**src/rtl/mem_port_arbiter.sv**
```systemverilog
// rtl/mem_port_arbiter.sv - single-port RAM arbiter between instruction fetch and Execute-stage data accesses
// Optional fetch anti-starvation counter is enabled by defining MEM_ARB_STARVE_EN.
module mem_port_arbiter #(
    parameter int STARVE_MAX = 4
) (
    input  logic        clk,
    input  logic        rst,
    input  logic        if_req,
    input  logic [31:0] if_addr,
    output logic        if_gnt,
    output logic        if_rdata_vld,
    output logic [31:0] if_rdata,
    input  logic [31:0] dm_addr,
    input  logic [3:0]  dm_rden,
    input  logic [3:0]  dm_wren,
    input  logic [31:0] dm_wrdata,
    output logic        dm_busy,
    output logic        dm_rdata_vld,
    output logic [31:0] dm_rdata,
    output logic        dm_ovf,
    output logic [31:0] ram_addr,
    output logic [3:0]  ram_rden,
    output logic [3:0]  ram_wren,
    output logic [31:0] ram_wrdata,
    input  logic [31:0] ram_rdata
);
    typedef enum logic [1:0] {S_IDLE, S_IF, S_DR, S_DW} state_t;

    state_t      state_q, state_d;
    logic        pend_vld_q, pend_vld_d;
    logic        pend_wr_q, pend_wr_d;
    logic [31:0] pend_addr_q, pend_addr_d;
    logic [3:0]  pend_be_q, pend_be_d;
    logic [31:0] pend_wdata_q, pend_wdata_d;
    logic        ovf_q, ovf_d;

    logic        new_wr, new_vld;
    logic [3:0]  new_be;
    logic        starve_force;
    logic        sel_if, sel_pend, sel_new;

    // A write masks any simultaneous read enables.
    assign new_wr  = |dm_wren;
    assign new_vld = new_wr | (|dm_rden);
    assign new_be  = new_wr ? dm_wren : dm_rden;

`ifdef MEM_ARB_STARVE_EN
    localparam int CNT_W = $clog2(STARVE_MAX + 1);
    logic [CNT_W-1:0] starve_cnt_q, starve_cnt_d;

    assign starve_force = if_req && (starve_cnt_q == CNT_W'(STARVE_MAX));

    always_comb begin
        starve_cnt_d = starve_cnt_q;
        if (sel_if) begin
            starve_cnt_d = '0;
        end else if (if_req && (starve_cnt_q != CNT_W'(STARVE_MAX))) begin
            starve_cnt_d = starve_cnt_q + CNT_W'(1);
        end
    end

    always_ff @(posedge clk or posedge rst) begin
        if (rst) begin
            starve_cnt_q <= '0;
        end else begin
            starve_cnt_q <= starve_cnt_d;
        end
    end
`else
    assign starve_force = 1'b0;
`endif

    always_comb begin
        sel_if   = 1'b0;
        sel_pend = 1'b0;
        sel_new  = 1'b0;
        if (!rst) begin
            if (starve_force) begin
                sel_if = 1'b1;
            end else if (pend_vld_q) begin
                sel_pend = 1'b1;
            end else if (new_vld) begin
                sel_new = 1'b1;
            end else if (if_req) begin
                sel_if = 1'b1;
            end
        end
    end

    always_comb begin
        ram_addr   = '0;
        ram_rden   = '0;
        ram_wren   = '0;
        ram_wrdata = '0;
        state_d    = S_IDLE;
        if (sel_if) begin
            ram_addr = if_addr;
            ram_rden = 4'hF;
            state_d  = S_IF;
        end else if (sel_pend) begin
            ram_addr = pend_addr_q;
            if (pend_wr_q) begin
                ram_wren   = pend_be_q;
                ram_wrdata = pend_wdata_q;
                state_d    = S_DW;
            end else begin
                ram_rden = pend_be_q;
                state_d  = S_DR;
            end
        end else if (sel_new) begin
            ram_addr = dm_addr;
            if (new_wr) begin
                ram_wren   = dm_wren;
                ram_wrdata = dm_wrdata;
                state_d    = S_DW;
            end else begin
                ram_rden = dm_rden;
                state_d  = S_DR;
            end
        end
    end

    // The slot freed by issuing the pending entry can take a new op in the same edge.
    always_comb begin
        pend_vld_d   = pend_vld_q;
        pend_wr_d    = pend_wr_q;
        pend_addr_d  = pend_addr_q;
        pend_be_d    = pend_be_q;
        pend_wdata_d = pend_wdata_q;
        ovf_d        = ovf_q;
        if (sel_pend) begin
            pend_vld_d = 1'b0;
        end
        if (new_vld && !sel_new) begin
            if (!pend_vld_q || sel_pend) begin
                pend_vld_d   = 1'b1;
                pend_wr_d    = new_wr;
                pend_addr_d  = dm_addr;
                pend_be_d    = new_be;
                pend_wdata_d = dm_wrdata;
            end else begin
                ovf_d = 1'b1;
            end
        end
    end

    always_ff @(posedge clk or posedge rst) begin
        if (rst) begin
            state_q      <= S_IDLE;
            pend_vld_q   <= 1'b0;
            pend_wr_q    <= 1'b0;
            pend_addr_q  <= '0;
            pend_be_q    <= '0;
            pend_wdata_q <= '0;
            ovf_q        <= 1'b0;
        end else begin
            state_q      <= state_d;
            pend_vld_q   <= pend_vld_d;
            pend_wr_q    <= pend_wr_d;
            pend_addr_q  <= pend_addr_d;
            pend_be_q    <= pend_be_d;
            pend_wdata_q <= pend_wdata_d;
            ovf_q        <= ovf_d;
        end
    end

    assign if_gnt       = sel_if;
    assign dm_busy      = pend_vld_q;
    assign dm_ovf       = ovf_q;
    assign if_rdata_vld = (state_q == S_IF);
    assign if_rdata     = (state_q == S_IF) ? ram_rdata : 32'h0;
    assign dm_rdata_vld = (state_q == S_DR);
    assign dm_rdata     = (state_q == S_DR) ? ram_rdata : 32'h0;
endmodule

```
**config.mk**
```make
export PLATFORM = sky130hd
export DESIGN_NAME = mem_port_arbiter
export DESIGN_NICKNAME = d
export VERILOG_FILES = /design/src/rtl/mem_port_arbiter.sv
export SDC_FILE = /design/constraint.sdc
export NUM_CORES = 1
export LEC_CHECK = 0
export CAP_MARGIN = 20
export CELL_PAD_IN_SITES_DETAIL_PLACEMENT = 1
export CELL_PAD_IN_SITES_GLOBAL_PLACEMENT = 1
export CORE_AREA = 2 2 127 129
export CTS_BUF_LIST = sky130_fd_sc_hd__clkbuf_4 sky130_fd_sc_hd__clkbuf_8
export DETAILED_ROUTE_END_ITERATION = 8
export DIE_AREA = 0 0 129 131
export PLACE_DENSITY = 0.94
export SYNTH_ARGS = -nofsm -noshare
export SYNTH_HDL_FRONTEND = slang
export SYNTH_SLANG_ARGS = --single-unit
```
**constraint.sdc**
```tcl
create_clock -name clk -period 5.1 [get_ports clk]
set_input_delay 1.275 -clock clk [delete_from_list [all_inputs] [get_ports clk]]
set_output_delay 1.275 -clock clk [all_outputs]
set_load 0.005 [all_outputs]
```
### Yosys cells after proc, flatten, opt, wreduce, memory -nomap -nowiden

Cells that the tools add are included.

| operators by class | value |
|---|---|
| equality and inequality tests | 2 |
| mux-type cells | 38 |
| bitwise operators | 2 |
| reductions and logical operators | 8 |

Operator list:

| cell | count |
|---|---|
| 32-bit 2-to-1 mux | 10 |
| 4-bit 2-to-1 mux | 11 |
| 1-bit 2-to-1 mux | 14 |
| 4-bit OR reduction | 2 |
| 2-bit 2-to-1 mux | 3 |
| 2-bit AND reduction | 2 |
| 2-bit by 1-bit == test with 1-bit output (second input constant) | 1 |
| 2-bit == test (second input constant) | 1 |
| 1-bit logical NOT | 2 |
| 1-bit logical AND | 1 |
| 1-bit logical OR | 1 |
| 1-bit NOT | 1 |
| 1-bit bitwise OR | 1 |

| word-level totals | value |
|---|---|
| flip-flop bits (word level) | 73 |
| bits of input ports | 139 |
| output and inout bits | 141 |

### Longest topological paths before layout

| depth | value |
|---|---|
| word-level depth | 8 |
| depth in mapped cells | 7 |
| mapped depth without buffers | 4 |

### Least setup slack after synthesis

Ideal clock, no wire load.

| timing path | value |
|---|---|
| kind | input -> output |
| start | in dm_wren[0] |
| end | out ram_addr[10] |
| arrival time | 2456 ps |
| data required time | 3825 ps |
| slack | 1369 ps |
| stages | 5 |
| path buffers | 2 |
| cell sequence | or4_1 buf_2 clkbuf_1 o211ai_1 a31oi_1 |

| between the ends | value |
|---|---|
| word-level cells in the longest chain between the ends | 8 |

Ends and longest elaborated chain:

| what | line | RTL |
|---|---|---|
| start: declaration | 15 | `input logic [3:0] dm_wren,` |
| 4-bit OR reduction * | 43 | `assign new_wr = \|dm_wren;` |
| 1-bit bitwise OR * | 44 | `assign new_vld = new_wr \| (\|dm_rden);` |
| 1-bit 2-to-1 mux | 82 | `end else if (new_vld) begin` |
| 1-bit 2-to-1 mux | 80 | `end else if (pend_vld_q) begin` |
| 1-bit 2-to-1 mux | 77 | `if (!rst) begin` |
| 32-bit 2-to-1 mux | 110 | `end else if (sel_new) begin` |
| 32-bit 2-to-1 mux | 100 | `end else if (sel_pend) begin` |
| 32-bit 2-to-1 mux * | 96 | `if (sel_if) begin` |
| end: declaration | 21 | `output logic [31:0] ram_addr,` |

Every way passes the cells marked *; elsewhere a longest branch is shown, timed or not.

### Final worst setup path

| timing path | value |
|---|---|
| start | in dm_wren[1] |
| end | out ram_addr[26] |

Same word-level chain as after synthesis.

==> run metrics <==
Post-DP HPWL 13.5 mm; Reg2Reg Depth 4; Final Cycle Share 0.994; hold crit path type register to register; switch share 0.264; Final ANT Viol Nets 0; Critical path destination ram_addr[26]; Int Pwr 1.22 mW; Worst Path Arrival 3800 ps; RSZ-0062 raised after global routing no; startpoint types input pin; Post-synth EDFFs 0; Post-synth top cells dfrtp_1 (73), and2_1 (65), mux2_2 (59); Comb power frac 0.294; Fillers 1727; Clock Latency Late Sink 360 ps; fraction of the yosys area taken by sequential cells 0.400; Ys Warns 0; Area contributors post-synth dfrtp_1 (40%), mux2_2 (15%), and2_1 (8.9%), a22o_1 (6.9%), o211ai_1 (5.3%); Reg2Reg Setup Slack 2880 ps; post_cts resized 0; postcts setup bufs 0; Inserted Clock Buffers 9; Placed Cells 917; hold_buf cts 0; status finished clean; part of the power in the clock network 0.300; core area 15600 sq um; pwr dens 212 nW/um^2; largest family of logic cells by synthesized area compound AO/OA/AOI/OAI gates; Worst-path clk slew 70 ps; max-cap viol count 0; Mapped Cells 456; Row Count 46; r2r endpoint pend_addr_q[30]$_DFFE_PP0P_; DR WL/cell 19.5 microns; Die Y 131 microns; reg-to-reg startpoint dm_busy$_DFF_PP0_; XOR/XNOR Fraction of Synth Area 0.00192; CP endpoint kind output pin; vias per cell 5.13; H-tree levels 3; DP Area 7620 sq um; Fin Setup TNS 0 ps; mux cell area share after synthesis 0.174; VDD IR max 0.000173 V; Required @ worst endpoint 3830 ps; Seq cells post-synth 73; # port buffers 279; final critical-path setup slack 28.6 ps; final count of hold timing violations 0; Sequential Power Share 0.405; IO Count 280; post-synth net total 595; die area 16900 sq um; number of global-route vias before repair 4759; Psw 0.439 mW; GRT Resource Usage Total 0.206; Syn Area/Cell 10.0 sq um; cell area after layout 7830 sq um; setup violators final 0; CP Max Fanout 65; CTS tree built; total wire length 18.2 mm; CTS Sinks 73; initial antenna violation count 0; Synth Area in Compound Gates 0.184; measured slew at the worst slew-check pin 822 ps; nets 851; Clock Skew 10.3 ps; Async S/R FF share, synth 1.00; Top FF cell, synth dfrtp_1; via count 4790; die extent in x 129 microns; Unique masters post-synth 31; diodes inserted 0; drt initial violations 162; first-pass GRT wire length 26.7 mm; worst hold margin 479 ps; Starting Density 0.292; Fmax 197 MHz; Residual DRC 0; mapped cell area 4560 sq um; gpl congestion 0.776; dpl ws 61.6 ps; Leakage 3.00 nW; grt total ovfl 0; Post-Synth Simple-Gate Area 0.183; min Tclk post-route 5070 ps; post-synth top area cell dfrtp_1; Slew headroom 0.451; fraction of the mapped netlist area in adder cells 0.00219; share of post-route cells with drive strength above 1 0.151; post-route insts no fill 933; share of the synthesized area in the top cell type 0.400; Final Slew Violations 0; top-count cell post-synth dfrtp_1; drt pass-1 iters 4; CTS Root Buffer Type clkbuf_8; kind of critical path input pin to output pin; largest net degree at the start of global routing 66; P&R area growth vs syn 71.7%; CP startpoint dm_wren[1]; Clock Path Buffers 2
## flip-flops by register name, summed over array words and instances (netlist names)
signal and cells:
dm_busy 1, pend_be_q 4, pend_addr_q 32, dm_ovf 1, pend_wr_q 1, pend_wdata_q 32
state_q 2
## power by group through the flow
stage | logic, mW | clock network [mW] | registers [mW]
floorplan | 0.187 | 0 | 0.673
global placement | 0.482 | 0 | 0.678
detailed placement | 0.494 | 0 | 0.684
CTS | 0.497 | 0.517 | 0.673
global route | 0.527 | 0.538 | 0.681
finish | 0.489 | 0.499 | 0.673
## logic make-up (layout without fill, tap and decap cells)
family	Yosys count	in the layout
fa+ha+maj	1	1
compound gates	111	111
mux	69	69
flops	73	73
xor+xnor	1	1
simple gates	144	144
buf+inv	57	318
## worst max-delay path, cell delays in order
cell and delay, ps:
clkdlybuf4s50_1 500, or4_2 710, buf_12 210, nor4_1 440, a31oi_1 120, clkdlybuf4s50_1 480
## per-stage QoR
step / total power [mW] / utilization
6_report: 1.66 / 0.502
5_1_grt: 1.75 / 0.502
4_1_cts: 1.69 / 0.502
3_5_place_dp: 1.18 / 0.488
3_3_place_gp: 1.16 / 0.488
2_1_floorplan: 0.860 / -
## final cells by class
type                            instances  area (sq um)  share of cell area
Clock inverter                          4          50.0             0.00639
Multi-Input combinational cell        326          2510               0.321
Inverter                                6          23.8             0.00304
Sequential cell                        73          1830               0.233
Clock buffer                           12           165              0.0211
Tap cell                              216           270              0.0345
Timing Repair Buffer                  296          2980               0.381
## cell usage in the layout, fill, tap and decap left out, types with 2 or more instances in the layout
master	n
a22o_1	36
inv_1	5
or4_2	2
buf_12	5
a31oi_1	32
and2_1	65
mux2i_1	4
nand2_1	33
clkinv_2	2
nor4_1	33
clkbuf_8	12
o211ai_1	32
mux2_4	6
a21oi_1	4
clkinvlp_4	2
dfrtp_1	73
buf_4	12
mux2_2	59
a221o_1	4
clkdlybuf4s50_1	279
nor2b_1	3
## metal layers
layer / up-vias / wire length, microns / global-route usage
li1: 2221 / - / -
met1: 2379 / 6980 / 0.232
met2: 165 / 9640 / 0.376
met3: 25 / 1200 / 0.0546
met4: 0 / 384 / 0.0703
met5: - / 0 / 0
## worst min-delay path by stage
stage                  startpoint                  to  slack [ps]  depth (start not counted)
2_1_floorplan  dm_ovf$_DFFE_PP0P_  dm_ovf$_DFFE_PP0P_         470                          1
3_3_place_gp   dm_ovf$_DFFE_PP0P_  dm_ovf$_DFFE_PP0P_         460                          1
3_5_place_dp   dm_ovf$_DFFE_PP0P_  dm_ovf$_DFFE_PP0P_         460                          1
4_1_cts        dm_ovf$_DFFE_PP0P_  dm_ovf$_DFFE_PP0P_         480                          1
5_1_grt        dm_ovf$_DFFE_PP0P_  dm_ovf$_DFFE_PP0P_         510                          1
6_report       dm_ovf$_DFFE_PP0P_  dm_ovf$_DFFE_PP0P_         480                          1
Note: power is estimated with default switching activity, not from simulation.
